--- config.mk ---
export PLATFORM = sky130hd
export DESIGN_NAME = xbar_cfg
export DESIGN_NICKNAME = d
export VERILOG_FILES = /design/src/rtl/xbar_pkg.sv /design/src/rtl/xbar_cfg_loader.sv /design/src/rtl/xbar_cfg.sv
export SDC_FILE = /design/constraint.sdc
export NUM_CORES = 1
export LEC_CHECK = 0
export ABC_CLOCK_PERIOD_IN_PS = 3110
export BUFFER_PORTS_ARGS = -buffer_cell sky130_fd_sc_hd__buf_2
export CORE_ASPECT_RATIO = 0.75
export CORE_MARGIN = 3
export CORE_UTILIZATION = 62
export CTS_BUF_LIST = sky130_fd_sc_hd__clkbuf_16
export CTS_CLUSTER_SIZE = 14
export DETAILED_ROUTE_END_ITERATION = 8
export MAX_ROUTING_LAYER = met4
export PLACE_DENSITY_LB_ADDON = 0.1
export SYNTH_ARGS = -nofsm -noshare
export SYNTH_HDL_FRONTEND = slang
export SYNTH_SLANG_ARGS = --single-unit
--- constraint.sdc ---
create_clock -name clk -period 3.11 [get_ports clk]
set_input_delay 0.622 -clock clk [delete_from_list [all_inputs] [get_ports clk]]
set_output_delay 0.622 -clock clk [all_outputs]
set_load 0.02 [all_outputs]
--- src/rtl/xbar_pkg.sv ---
// Shared types and sizing helpers for the configurable routing crossbar.
package xbar_pkg;

  typedef enum logic [1:0] {IDLE, LOAD, FULL} cfg_state_e;

  localparam int ERR_COMMIT = 0;
  localparam int ERR_RANGE  = 1;

  function automatic int clog2(input int value);
    int r;
    int v;
    r = 0;
    v = value - 1;
    while (v > 0) begin
      r = r + 1;
      v = v >> 1;
    end
    return r;
  endfunction

  function automatic int total_bits(input int n_out, input int sel_w);
    return n_out * sel_w;
  endfunction

  function automatic int n_words(input int total, input int cfg_w);
    return (total + cfg_w - 1) / cfg_w;
  endfunction

endpackage

--- src/rtl/xbar_cfg_loader.sv ---
// Word-serial shadow loader: fills the select shadow one config word at a time
// and flags commit / bad-commit / out-of-range events for the active register.
//
//   state | meaning
//   IDLE  | no words held for the current load, ready for word 0
//   LOAD  | partial load in progress, count = next word index
//   FULL  | shadow complete, waiting for commit or abort
module xbar_cfg_loader
  import xbar_pkg::*;
#(
  parameter int N_IN  = 33,
  parameter int N_OUT = 40,
  parameter int SEL_W = clog2(N_IN),
  parameter int CFG_W = 16
) (
  input  logic                   clk,
  input  logic                   reset,
  input  logic                   cfg_valid,
  output logic                   cfg_ready,
  input  logic [CFG_W-1:0]       cfg_data,
  input  logic                   cfg_commit,
  input  logic                   cfg_abort,
  output logic                   cfg_loaded,
  output logic [N_OUT*SEL_W-1:0] shadow_sel,
  output logic                   commit_fire,
  output logic                   bad_commit,
  output logic                   range_bad
);

  localparam int TOTAL   = total_bits(N_OUT, SEL_W);
  localparam int N_WORDS = n_words(TOTAL, CFG_W);
  localparam int SH_W    = N_WORDS * CFG_W;
  localparam int CNT_W   = clog2(N_WORDS + 1);
  localparam logic [CNT_W-1:0] LAST   = CNT_W'(N_WORDS - 1);
  localparam logic [SEL_W:0]   N_IN_L = (SEL_W + 1)'(N_IN);

  cfg_state_e       state;
  logic [CNT_W-1:0] count;
  logic [SH_W-1:0]  shadow;
  logic             xfer;
  logic             any_bad;

  // Abort dominates everything that happens in the same cycle.
  assign xfer        = cfg_valid && cfg_ready && !cfg_abort;
  assign commit_fire = cfg_commit && !cfg_abort && (state == FULL);
  assign bad_commit  = cfg_commit && !cfg_abort && (state != FULL);
  assign range_bad   = commit_fire && any_bad;
  assign shadow_sel  = shadow[TOTAL-1:0];

  always_comb begin
    any_bad = 1'b0;
    for (int j = 0; j < N_OUT; j++) begin
      if ({1'b0, shadow[j*SEL_W +: SEL_W]} >= N_IN_L) any_bad = 1'b1;
    end
  end

  always_ff @(posedge clk or negedge reset) begin
    if (!reset) begin
      state      <= IDLE;
      count      <= '0;
      shadow     <= '0;
      cfg_ready  <= 1'b1;
      cfg_loaded <= 1'b0;
    end else if (cfg_abort) begin
      state      <= IDLE;
      count      <= '0;
      cfg_ready  <= 1'b1;
      cfg_loaded <= 1'b0;
    end else begin
      case (state)
        IDLE, LOAD: begin
          if (xfer) begin
            shadow[int'(count)*CFG_W +: CFG_W] <= cfg_data;
            count <= count + 1'b1;
            if (count == LAST) begin
              state      <= FULL;
              cfg_ready  <= 1'b0;
              cfg_loaded <= 1'b1;
            end else begin
              state <= LOAD;
            end
          end
        end
        FULL: begin
          if (cfg_commit) begin
            state      <= IDLE;
            count      <= '0;
            cfg_ready  <= 1'b1;
            cfg_loaded <= 1'b0;
          end
        end
        default: begin
          state      <= IDLE;
          count      <= '0;
          cfg_ready  <= 1'b1;
          cfg_loaded <= 1'b0;
        end
      endcase
    end
  end

endmodule

--- src/rtl/xbar_cfg.sv ---
// Configurable routing crossbar: active select register loaded atomically from
// the shadow loader, per-output mux with range gating, sticky error flags.
module xbar_cfg
  import xbar_pkg::*;
#(
  parameter int N_IN    = 33,
  parameter int N_OUT   = 40,
  parameter int SEL_W   = clog2(N_IN),
  parameter int CFG_W   = 16,
  parameter int OUT_REG = 1
) (
  input  logic             clk,
  input  logic             reset,
  input  logic [N_IN-1:0]  io_xbar_in,
  output logic [N_OUT-1:0] io_xbar_out,
  input  logic             io_cfg_valid,
  output logic             io_cfg_ready,
  input  logic [CFG_W-1:0] io_cfg_data,
  input  logic             io_cfg_commit,
  input  logic             io_cfg_abort,
  output logic             io_cfg_loaded,
  output logic             io_cfg_active,
  output logic [1:0]       io_err,
  input  logic             io_err_clr
);

  localparam int TOTAL = total_bits(N_OUT, SEL_W);
  localparam logic [SEL_W:0] N_IN_L = (SEL_W + 1)'(N_IN);

  logic [TOTAL-1:0] shadow_sel;
  logic [TOTAL-1:0] active_sel;
  logic             commit_fire;
  logic             bad_commit;
  logic             range_bad;
  logic [1:0]       err_set;
  logic [N_OUT-1:0] mux_out;
  logic [SEL_W-1:0] sel;

  xbar_cfg_loader #(
    .N_IN  (N_IN),
    .N_OUT (N_OUT),
    .SEL_W (SEL_W),
    .CFG_W (CFG_W)
  ) u_loader (
    .clk         (clk),
    .reset       (reset),
    .cfg_valid   (io_cfg_valid),
    .cfg_ready   (io_cfg_ready),
    .cfg_data    (io_cfg_data),
    .cfg_commit  (io_cfg_commit),
    .cfg_abort   (io_cfg_abort),
    .cfg_loaded  (io_cfg_loaded),
    .shadow_sel  (shadow_sel),
    .commit_fire (commit_fire),
    .bad_commit  (bad_commit),
    .range_bad   (range_bad)
  );

  always_ff @(posedge clk or negedge reset) begin
    if (!reset) begin
      active_sel    <= '0;
      io_cfg_active <= 1'b0;
    end else if (commit_fire) begin
      active_sel    <= shadow_sel;
      io_cfg_active <= 1'b1;
    end
  end

  always_comb begin
    err_set             = 2'b00;
    err_set[ERR_COMMIT] = bad_commit;
    err_set[ERR_RANGE]  = range_bad;
  end

  // A fresh error in the clear cycle survives the clear.
  always_ff @(posedge clk or negedge reset) begin
    if (!reset) begin
      io_err <= 2'b00;
    end else if (io_err_clr) begin
      io_err <= err_set;
    end else begin
      io_err <= io_err | err_set;
    end
  end

  always_comb begin
    mux_out = '0;
    sel     = '0;
    for (int j = 0; j < N_OUT; j++) begin
      sel = active_sel[j*SEL_W +: SEL_W];
      if (io_cfg_active && ({1'b0, sel} < N_IN_L)) mux_out[j] = io_xbar_in[sel];
    end
  end

  generate
    if (OUT_REG != 0) begin : g_out_reg
      always_ff @(posedge clk or negedge reset) begin
        if (!reset) io_xbar_out <= '0;
        else        io_xbar_out <= mux_out;
      end
    end else begin : g_out_comb
      assign io_xbar_out = mux_out;
    end
  endgenerate

endmodule

Yosys cells after proc, flatten, opt, wreduce, memory -nomap -nowiden
Cells that the tools add are included.
Cells by class
  $add $sub $neg: 2
  order comparisons: 120
  eq/ne operators: 7
  shift-type cells: 2
  mux-type cells: 181
  bitwise gates (word level): 2
  reduce and logical (&&, ||, !) cells: 52
Operators by type and width (number)
  $lt 6x7->1 const B: 40
  $bmux 1 s6: 40
  $bwmux 240: 1
  $ge 6x6->1 const B: 40
  $lt 6x6->1 const B: 40
  $shift 16x33->240 const A: 1
  $shiftx 16x33->240: 1
  $mux 1: 128
  $logic_and 1x1->1: 46
  $neg 8->33: 1
  $mux 4: 3
  $mux 2: 5
  $pmux 4 s2: 1
  $ne 3x2->1 const B: 2
  $reduce_and 3->1: 2
  $add 4x1->4 const B: 1
  $eq 4x4->1 const B: 1
  $pmux 1 s2: 2
  $pmux 2 s2: 1
  $ne 3x3->1 const B: 1
  $eq 2x1->1 const B: 1
  $eq 2x2->1 const B: 1
  $logic_not 2->1: 1
  $ne 2x2->1 const B: 1
  5 further kinds: 5
Storage, ports and cells
  register bits after elaboration: 531
  bits of input ports: 55
  output and inout bits: 45
  word-level logic and storage cells: 375

Depth between registers and ports, before layout
Gate-level depths: netlist of run 1.
  depth after elaboration: 44
  depth in mapped cells: 11
  mapped depth without buffers: 8

By module
Synthesis of run 1 repeated with hierarchy kept, for this count alone.
Second synthesis, totals
  cells, all modules: 2847
  area total of the unflattened synthesis: 33288.2 µm²
By module, submodules not included
  xbar_cfg: times used 1, cells an instance 1875, area each 22649.2 µm², sequential area each 7081.8 µm²
  xbar_cfg_loader: times used 1, cells an instance 972, area each 10639.0 µm², sequential area each 6207.2 µm²

Least setup slack after synthesis of run 1
OpenSTA, ideal clock, no wires.
  path kind: reg2reg
  from: register u_loader.count[0]
  to: register u_loader.shadow[182] (netlist: u_loader.shadow_sel[182])
  library setup time: 0.125 ns
  arrival time: 2.482 ns
  required time: 2.985 ns
  path slack: 0.503 ns
  stages on the path, launching flop included: 10
  path buffers: 3
  period minus slack after synthesis: 2.607 ns
  cell sequence: dfrtp_1 clkbuf_1 inv_1 ha_1 xor2_1 buf_6 or3_4 nor3_4 buf_8 mux2_2
On the way
  longest elaborated chain between the ends: 3
  elaborated cells on any way between the ends: 4
  those cells by class: 1 x add/sub; 2 x shift; 1 x mux
RTL lines
  from (decl): RTL line xbar_cfg_loader.sv:38  | logic [CNT_W-1:0] count;
  from (signal assigned): RTL line xbar_cfg_loader.sv:74  | count <= count + 1'b1;
  $neg 8->33 *: RTL line xbar_cfg_loader.sv:73  | shadow[int'(count)*CFG_W +: CFG_W] <= cfg_data;
  $shiftx 16x33->240 or $shift 16x33->240 (tied branches): RTL line xbar_cfg_loader.sv:73
  $bwmux 240 *: RTL line xbar_cfg_loader.sv:73
  to (signal, indexed assignment): RTL line xbar_cfg_loader.sv:73
  to (decl): RTL line xbar_cfg_loader.sv:39  | logic [SH_W-1:0] shadow;
Every way passes the cells marked *; elsewhere a longest branch is shown, timed or not.
A chain may end at the register's enable or synchronous reset.

Worst setup path in the final report of run 1
  from: register io_cfg_active
  to: output io_cfg_active
RTL lines
  from (decl): RTL line xbar_cfg.sv:22  | output logic io_cfg_active,
  from (signal assigned): RTL line xbar_cfg.sv:62  | io_cfg_active <= 1'b0;
  from (signal assigned): RTL line xbar_cfg.sv:65  | io_cfg_active <= 1'b1;
No word-level cell between the ends.

==> impl_metrics.yaml, run 1 <==
outcome:
  outcome: "complete, no violations"
final_layout:
  syn_to_final_growth_pct: 7.49
  final_nets: 2243
  final_common_cell: "dfrtp_1"
  layout_common_cells: "529 x dfrtp_1, 436 x mux2_2, 384 x mux4_2"
  drive_above_1_share_pct: 49.2
floorplan:
  die_w_um: 267
  io_pins: 100
  die_h_um: 202
  start_util_pct: 63.0
  rows: 71
  core-area_mm2: 0.0504
  die_area_mm2: 0.0540
critical_path:
  path_max_fanout: 27
  worst_ep_required_time_ns: 2.49
  endpoint_kind: "primary output"
  worstPathCellList: "buf_4 > buf_2"
  critPathTopFamily: "buffers and inverters"
  cp_num_buf_inv: 2
  slowest_delay_ns: 0.69
  start_kind: "register"
  critPathSlowestCell: "dfrtp_2"
  critPathArrivalTime_ns: 2.18
  critPathKind: "register to primary output"
yosys:
  synth_ff_type: "dfrtp_1"
  async_flop_share_pct: 100
  yosysWarnings: 0
  ys_ff_latch: 531
  synth_edf_count: 0
  synthCells: 2261
  ys_types: 52
  avgSynthCellArea_um2: 14.0
  syn_area_mm2: 0.0318
  syn_nets: 2320
  seq_area_frac_synth_pct: 41.8
global_route:
  grt.overflow.total: 0
  grt_pass1_wl_mm: 149
  grt_max_degree: 109
  grt_usage_pct: 39.0
  use_met1_pct: 52.8
  grt-busiest-layer: "met2"
  grt_util_met2_pct: 54.6
  antenna_found_initial: 4
  grt_use_met3_pct: 13.9
  grt_pass1_vias: 22400
route:
  vias: 22300
  antenna_left: 0
  wl_per_cell_um: 34.5
  drt_iter0_drc: 2996
  vias_per_cell: 7.74
  drc: 0
  drt_first_pass_iters: 6
  totalWireLength_mm: 99.6
placed_design:
  port_buffers: 99
  dp_hpwl_mm: 58.2
  routabilityCongestion: 0.879
clocking:
  cts_setup_buffers: 0
  cts_buffers: 52
  clkTransAtPathRegs_ns: 0.06
  htreeDepth: 2
  clkLatencyLatePin_ns: 0.61
  cts_tree: "built"
  cts-root-buf: "clkbuf_16"
  cts.sinks: 531
  clk_path_buf_depth: 3
timing:
  rsz0062_at_grt: "false"
  whs_ns: 0.289
  finalClockSkew_ns: 0.0201
  period_needed_ns: 2.80
  fmax_mhz: 357
  finalSetupViolations: 0
  hold_viol_final: 0
  finalMaxSlewViolations: 0
  fin_crit_sh_pct: 90.0
  tightest_slew_ns: 1.23
  final.setup.tns_ns: 0
  slew-limit-headroom_pct: 18.1
power:
  p_switching_mw: 3.99
  swShare_pct: 26.0
  seq_power_share_pct: 47.5
  vdd_drop_max_mv: 0.425
  clkPwrFrac_pct: 41.0
  power_density_mw_per_mm2: 450
  power_frac_comb_pct: 11.4
  p_leak_nw: 14.4
  internal_power_mw: 11.4
min_path:
  hold_class: "input port to register"
flow_run:
  timing.max_cap.violations: 0
[state kept, by name (all words and copies together) (netlist names)]
signal               cells
io_cfg_active            1
active_sel             240
u_loader.cfg_ready       1
u_loader.count           4
io_xbar_out             40
u_loader.cfg_loaded      1
u_loader.state           2
io_err                   2
u_loader.shadow_sel    240
[layer usage]
layer / wire [um] / vias to the layer above
li1: - / 8656
met5: 0 / -
met2: 43500 / 1799
met4: 4690 / 0
met3: 14400 / 404
met1: 37000 / 11500
[worst paths after layout]
kind / endpoint / from / slack [ns] / cells after the start
worst min-delay path: u_loader.state[1] / io_cfg_abort / 0.29 / 2
worst max-delay path: io_cfg_active / io_cfg_active / 0.31 / 2
worst min register to register: u_loader.shadow_sel[135] / u_loader.shadow_sel[135] / 0.49 / 2
min in group asynchronous: active_sel[20] / reset / 0.56 / 2
max in group asynchronous: io_cfg_active / reset / 1.46 / 3
worst max register to register: u_loader.shadow_sel[94] / u_loader.count[0] / 0.32 / 9
[synthesized netlist by cell type (2+ instances only)]
| cell type | n | share of area (%) |
|---|---|---|
| mux2_2 | 436 | 15 |
| and3_1 | 2 | 0.039 |
| nand3b_1 | 16 | 0.38 |
| nor2_1 | 15 | 0.18 |
| mux2i_1 | 34 | 1.1 |
| nand3_1 | 23 | 0.36 |
| nand2b_1 | 28 | 0.55 |
| a221o_1 | 3 | 0.095 |
| nor4b_1 | 3 | 0.083 |
| a21oi_1 | 18 | 0.28 |
| nor3_1 | 10 | 0.16 |
| nor3_4 | 2 | 0.10 |
| nand4_1 | 12 | 0.24 |
| or3_1 | 2 | 0.039 |
| xor2_1 | 2 | 0.055 |
| buf_4 | 4 | 0.095 |
| or4b_2 | 14 | 0.44 |
| nand4b_1 | 25 | 0.69 |
| o41ai_1 | 14 | 0.39 |
| a22oi_1 | 3 | 0.071 |
| nor4_1 | 25 | 0.49 |
| nor2_2 | 3 | 0.059 |
| buf_6 | 3 | 0.11 |
| a21o_1 | 2 | 0.047 |
| nor3b_1 | 6 | 0.14 |
| o22ai_1 | 7 | 0.14 |
| ha_1 | 4 | 0.16 |
| inv_1 | 6 | 0.071 |
| clkbuf_1 | 222 | 2.6 |
| or4_1 | 40 | 0.95 |
| mux4_2 | 384 | 27 |
| o21ai_0 | 121 | 1.9 |
| nor3_2 | 2 | 0.063 |
| nand2_1 | 156 | 1.8 |
| dfrtp_1 | 530 | 42 |
| buf_2 | 67 | 1.1 |
| a22o_1 | 2 | 0.055 |
[metrics by stage]
stage | cell area [um^2] | instances | power, mW | setup WS (ns) | utilization, %
after CTS | 34100 | 2878 | 15.4 | 0.323 | 67.7
after global routing | 34100 | 2881 | 15.8 | 0.0618 | 67.8
after floorplan | 31800 | 2261 | 8.32 | 0.503 | -
after detailed placement | 32500 | 2786 | 9.11 | 0.326 | 64.4
final | 34100 | 2884 | 15.4 | 0.310 | 67.8
after global placement | 32500 | 2786 | 9.06 | 0.331 | 64.4
[cell type report]
cell class              count  area [um^2]
repair buffers            168         1140
flip-flops and latches    531        13300
inverters                   6         22.5
multi-input cells        1425        17200
clock buffers              53         1330
clock inverters            38          327
well taps                 657          822
diodes                      6         15.0
fillers                  3559        16200
[cell families (layout without fill, tap and decap cells)]
group / after synthesis / after routing / synth area share (%)
mux: 854 / 854 / 43.8
flops: 531 / 531 / 41.8
simple gates: 391 / 391 / 7.06
buf+inv: 305 / 265 / 4.03
compound gates: 174 / 174 / 3.09
fa+ha+maj: 4 / 4 / 0.158
xor+xnor: 2 / 2 / 0.0552
other cells: 0 / 6 / 0
[power groups by stage]
stage / Clock, mW / Combinational (mW) / Sequential, mW
detailed placement: 0 / 1.69 / 7.42
finish: 6.30 / 1.75 / 7.30
CTS: 6.36 / 1.70 / 7.29
global route: 6.66 / 1.82 / 7.32
global placement: 0 / 1.65 / 7.41
floorplan: 0 / 0.935 / 7.38
[what timing repair did]
action,CTS,global route
endpoints found under the hold margin,4,0
endpoints found under the setup margin,0,0
hold buffers,1,0
resized for setup,0,0
(Power assumes the default switching activity.)
==> run 2: changes to the inputs <==
--- a/config.mk
+++ b/config.mk
@@ -9,7 +9,7 @@
 export BUFFER_PORTS_ARGS = -buffer_cell sky130_fd_sc_hd__buf_2
 export CORE_ASPECT_RATIO = 0.75
 export CORE_MARGIN = 3
-export CORE_UTILIZATION = 62
+export CORE_UTILIZATION = 35
 export CTS_BUF_LIST = sky130_fd_sc_hd__clkbuf_16
 export CTS_CLUSTER_SIZE = 14
 export DETAILED_ROUTE_END_ITERATION = 8
==> run 2 against run 1 <==
  * Setup slack improved by 0.062 ns
  * Fmax increased by 2.3%
  * Wire length increased by 19%
  * Clock power increased by 10%
  * Combinational power increased by 17%
  * Critical endpoint is now u_loader.shadow_sel[65]
==> impl_metrics.yaml, run 2 (synthesized netlist as in run 1, its figures left out) <==
critical_path:
  r2r-start: "u_loader.count[1]"
  critPathSlowestCell: "nand4_2"
  cp_num_buf_inv: 1
  critPathKind: "register to register"
  reg2reg_to: "u_loader.shadow_sel[65]"
  worstPathCellList: "inv_1 > ha_1 > nor3b_1 > nor3_2 > nand4_2 > mux2_2"
  r2r_setup_slack_ns: 0.37
  worst_ep_required_time_ns: 3.65
  start_kind: "register"
  path_max_fanout: 16
  endpoint_kind: "register"
  slowest_delay_ns: 0.70
  critPathTopFamily: "simple AND/OR/NAND/NOR gates"
  r2r_cells: 6
  critPathArrivalTime_ns: 3.28
floorplan:
  die_area_mm2: 0.0944
  start_util_pct: 35.4
  core-area_mm2: 0.0897
  die_w_um: 354
  rows: 95
  die_h_um: 267
  io_pins: 100
clocking:
  cts_tree: "built"
  clkLatencyLatePin_ns: 0.65
  cts-root-buf: "clkbuf_16"
  clkTransAtPathRegs_ns: 0.06
  cts.sinks: 531
  clk_path_buf_depth: 3
  cts-resized-gates: 0
  cts_buffers: 58
  htreeDepth: 2
timing:
  fin_crit_sh_pct: 88.0
  period_needed_ns: 2.74
  hold_viol_final: 0
  fmax_mhz: 365
  finalMaxSlewViolations: 0
  final.setup.tns_ns: 0
  tightest_slew_ns: 1.43
  finalSetupViolations: 0
  finalClockSkew_ns: 0.0341
  rsz0062_at_grt: "false"
  slew-limit-headroom_pct: 4.42
final_layout:
  final_common_cell: "dfrtp_1"
  post-route-util_pct: 40.1
  syn_to_final_growth_pct: 13.3
  final_nets: 2324
  fill_cells: 8325
  layout_common_cells: "529 x dfrtp_1, 436 x mux2_2, 384 x mux4_2"
  drive_above_1_share_pct: 50.8
  postLayoutCellArea_mm2: 0.0360
route:
  antenna_left: 0
  totalWireLength_mm: 119
  vias_per_cell: 6.34
  wl_per_cell_um: 33.6
  drc: 0
  drt_iter0_drc: 2492
  drt_first_pass_iters: 7
  vias: 22400
global_route:
  grt_max_degree: 82
  grt.overflow.total: 0
  antenna_found_initial: 14
  grt_usage_pct: 25.7
  grt_pass1_vias: 22200
  grt_pass1_wl_mm: 170
placed_design:
  port_buffers: 99
  place_area_mm2: 0.0341
  routabilityCongestion: 0.821
  dp_hpwl_mm: 74.0
power:
  p_leak_nw: 15.0
  vdd_drop_max_mv: 0.416
  power_density_mw_per_mm2: 452
outcome:
  outcome: "complete, no violations"
min_path:
  min-delay-start: "io_cfg_abort"
  hold_path_end: "u_loader.state[1]"
  hold_class: "input port to register"
  whs_path_depth: 2
flow_run:
  timing.max_cap.violations: 0
run 2: changes by cell type in the layout (fill, tap and decap cells not counted):
cell        previous run  this run
and2_1                 1         0
and2_2                 0         1
buf_12                 9        39
buf_4                 59       104
clkbuf_16             53        58
clkinv_1               9        14
clkinv_2              15         8
clkinv_4               0         2
clkinv_8               0         2
clkinvlp_4             2         5
diode_2                6         8
inv_1                 12        15
inv_6                  0         2
run 2: layer usage:
layer,global-route usage [%],routed length [um]
met1,37.9,52700
met2,36.1,50300
met3,6.25,13100
met4,5.18,2480
met5,-,0
run 2: final cells by class:
| type | instances | area, um^2 | area share, % |
|---|---|---|---|
| multi-input cells | 1425 | 17200 | 47.8 |
| flip-flops and latches | 531 | 13300 | 36.9 |
| repair buffers | 243 | 2080 | 5.77 |
| well taps | 1212 | 1520 | 4.21 |
| clock buffers | 58 | 1450 | 4.03 |
| clock inverters | 48 | 412 | 1.14 |
| inverters | 6 | 22.5 | 0.0626 |
| diodes | 8 | 20.0 | 0.0556 |
run 2: how the worst max path moves through the flow:
stage,to,slack [ns],start,cells after the start
floorplan,u_loader.shadow_sel[182],0.50,u_loader.count[0],9
global placement,io_xbar_out[21],0.19,io_xbar_in[25],6
detailed placement,io_xbar_out[21],0.18,io_xbar_in[25],6
CTS,io_err[1],0.38,u_loader.shadow_sel[178],10
global route,io_err[1],0.26,u_loader.shadow_sel[178],10
finish,u_loader.shadow_sel[65],0.37,u_loader.count[1],6
run 2: per-stage QoR:
step / setup WS, ns / hold WS [ns] / cells / total power [mW]
6_report: 0.372 / 0.241 / 3531 / 16.3
5_1_grt: 0.258 / 0.237 / 3527 / 16.8
4_1_cts: 0.382 / 0.205 / 3523 / 16.4
3_5_place_dp: 0.175 / 0.480 / 3416 / 9.42
3_3_place_gp: 0.189 / 0.477 / 3416 / 9.39
2_1_floorplan: 0.503 / 0.326 / 2261 / 8.32
run 2: power breakdown:
group	total [mW]	switching [mW]	internal, mW
clock	6.93	3.04	3.88
sequential	7.29	0.161	7.13
combinational	2.04	1.24	0.800
total	16.3	4.44	11.8
run 2: what timing repair did:
item / in CTS / in global routing
hold buffers: 1 / 0
setup buffers: 0 / 0
hold endpoints to repair: 49 / 0
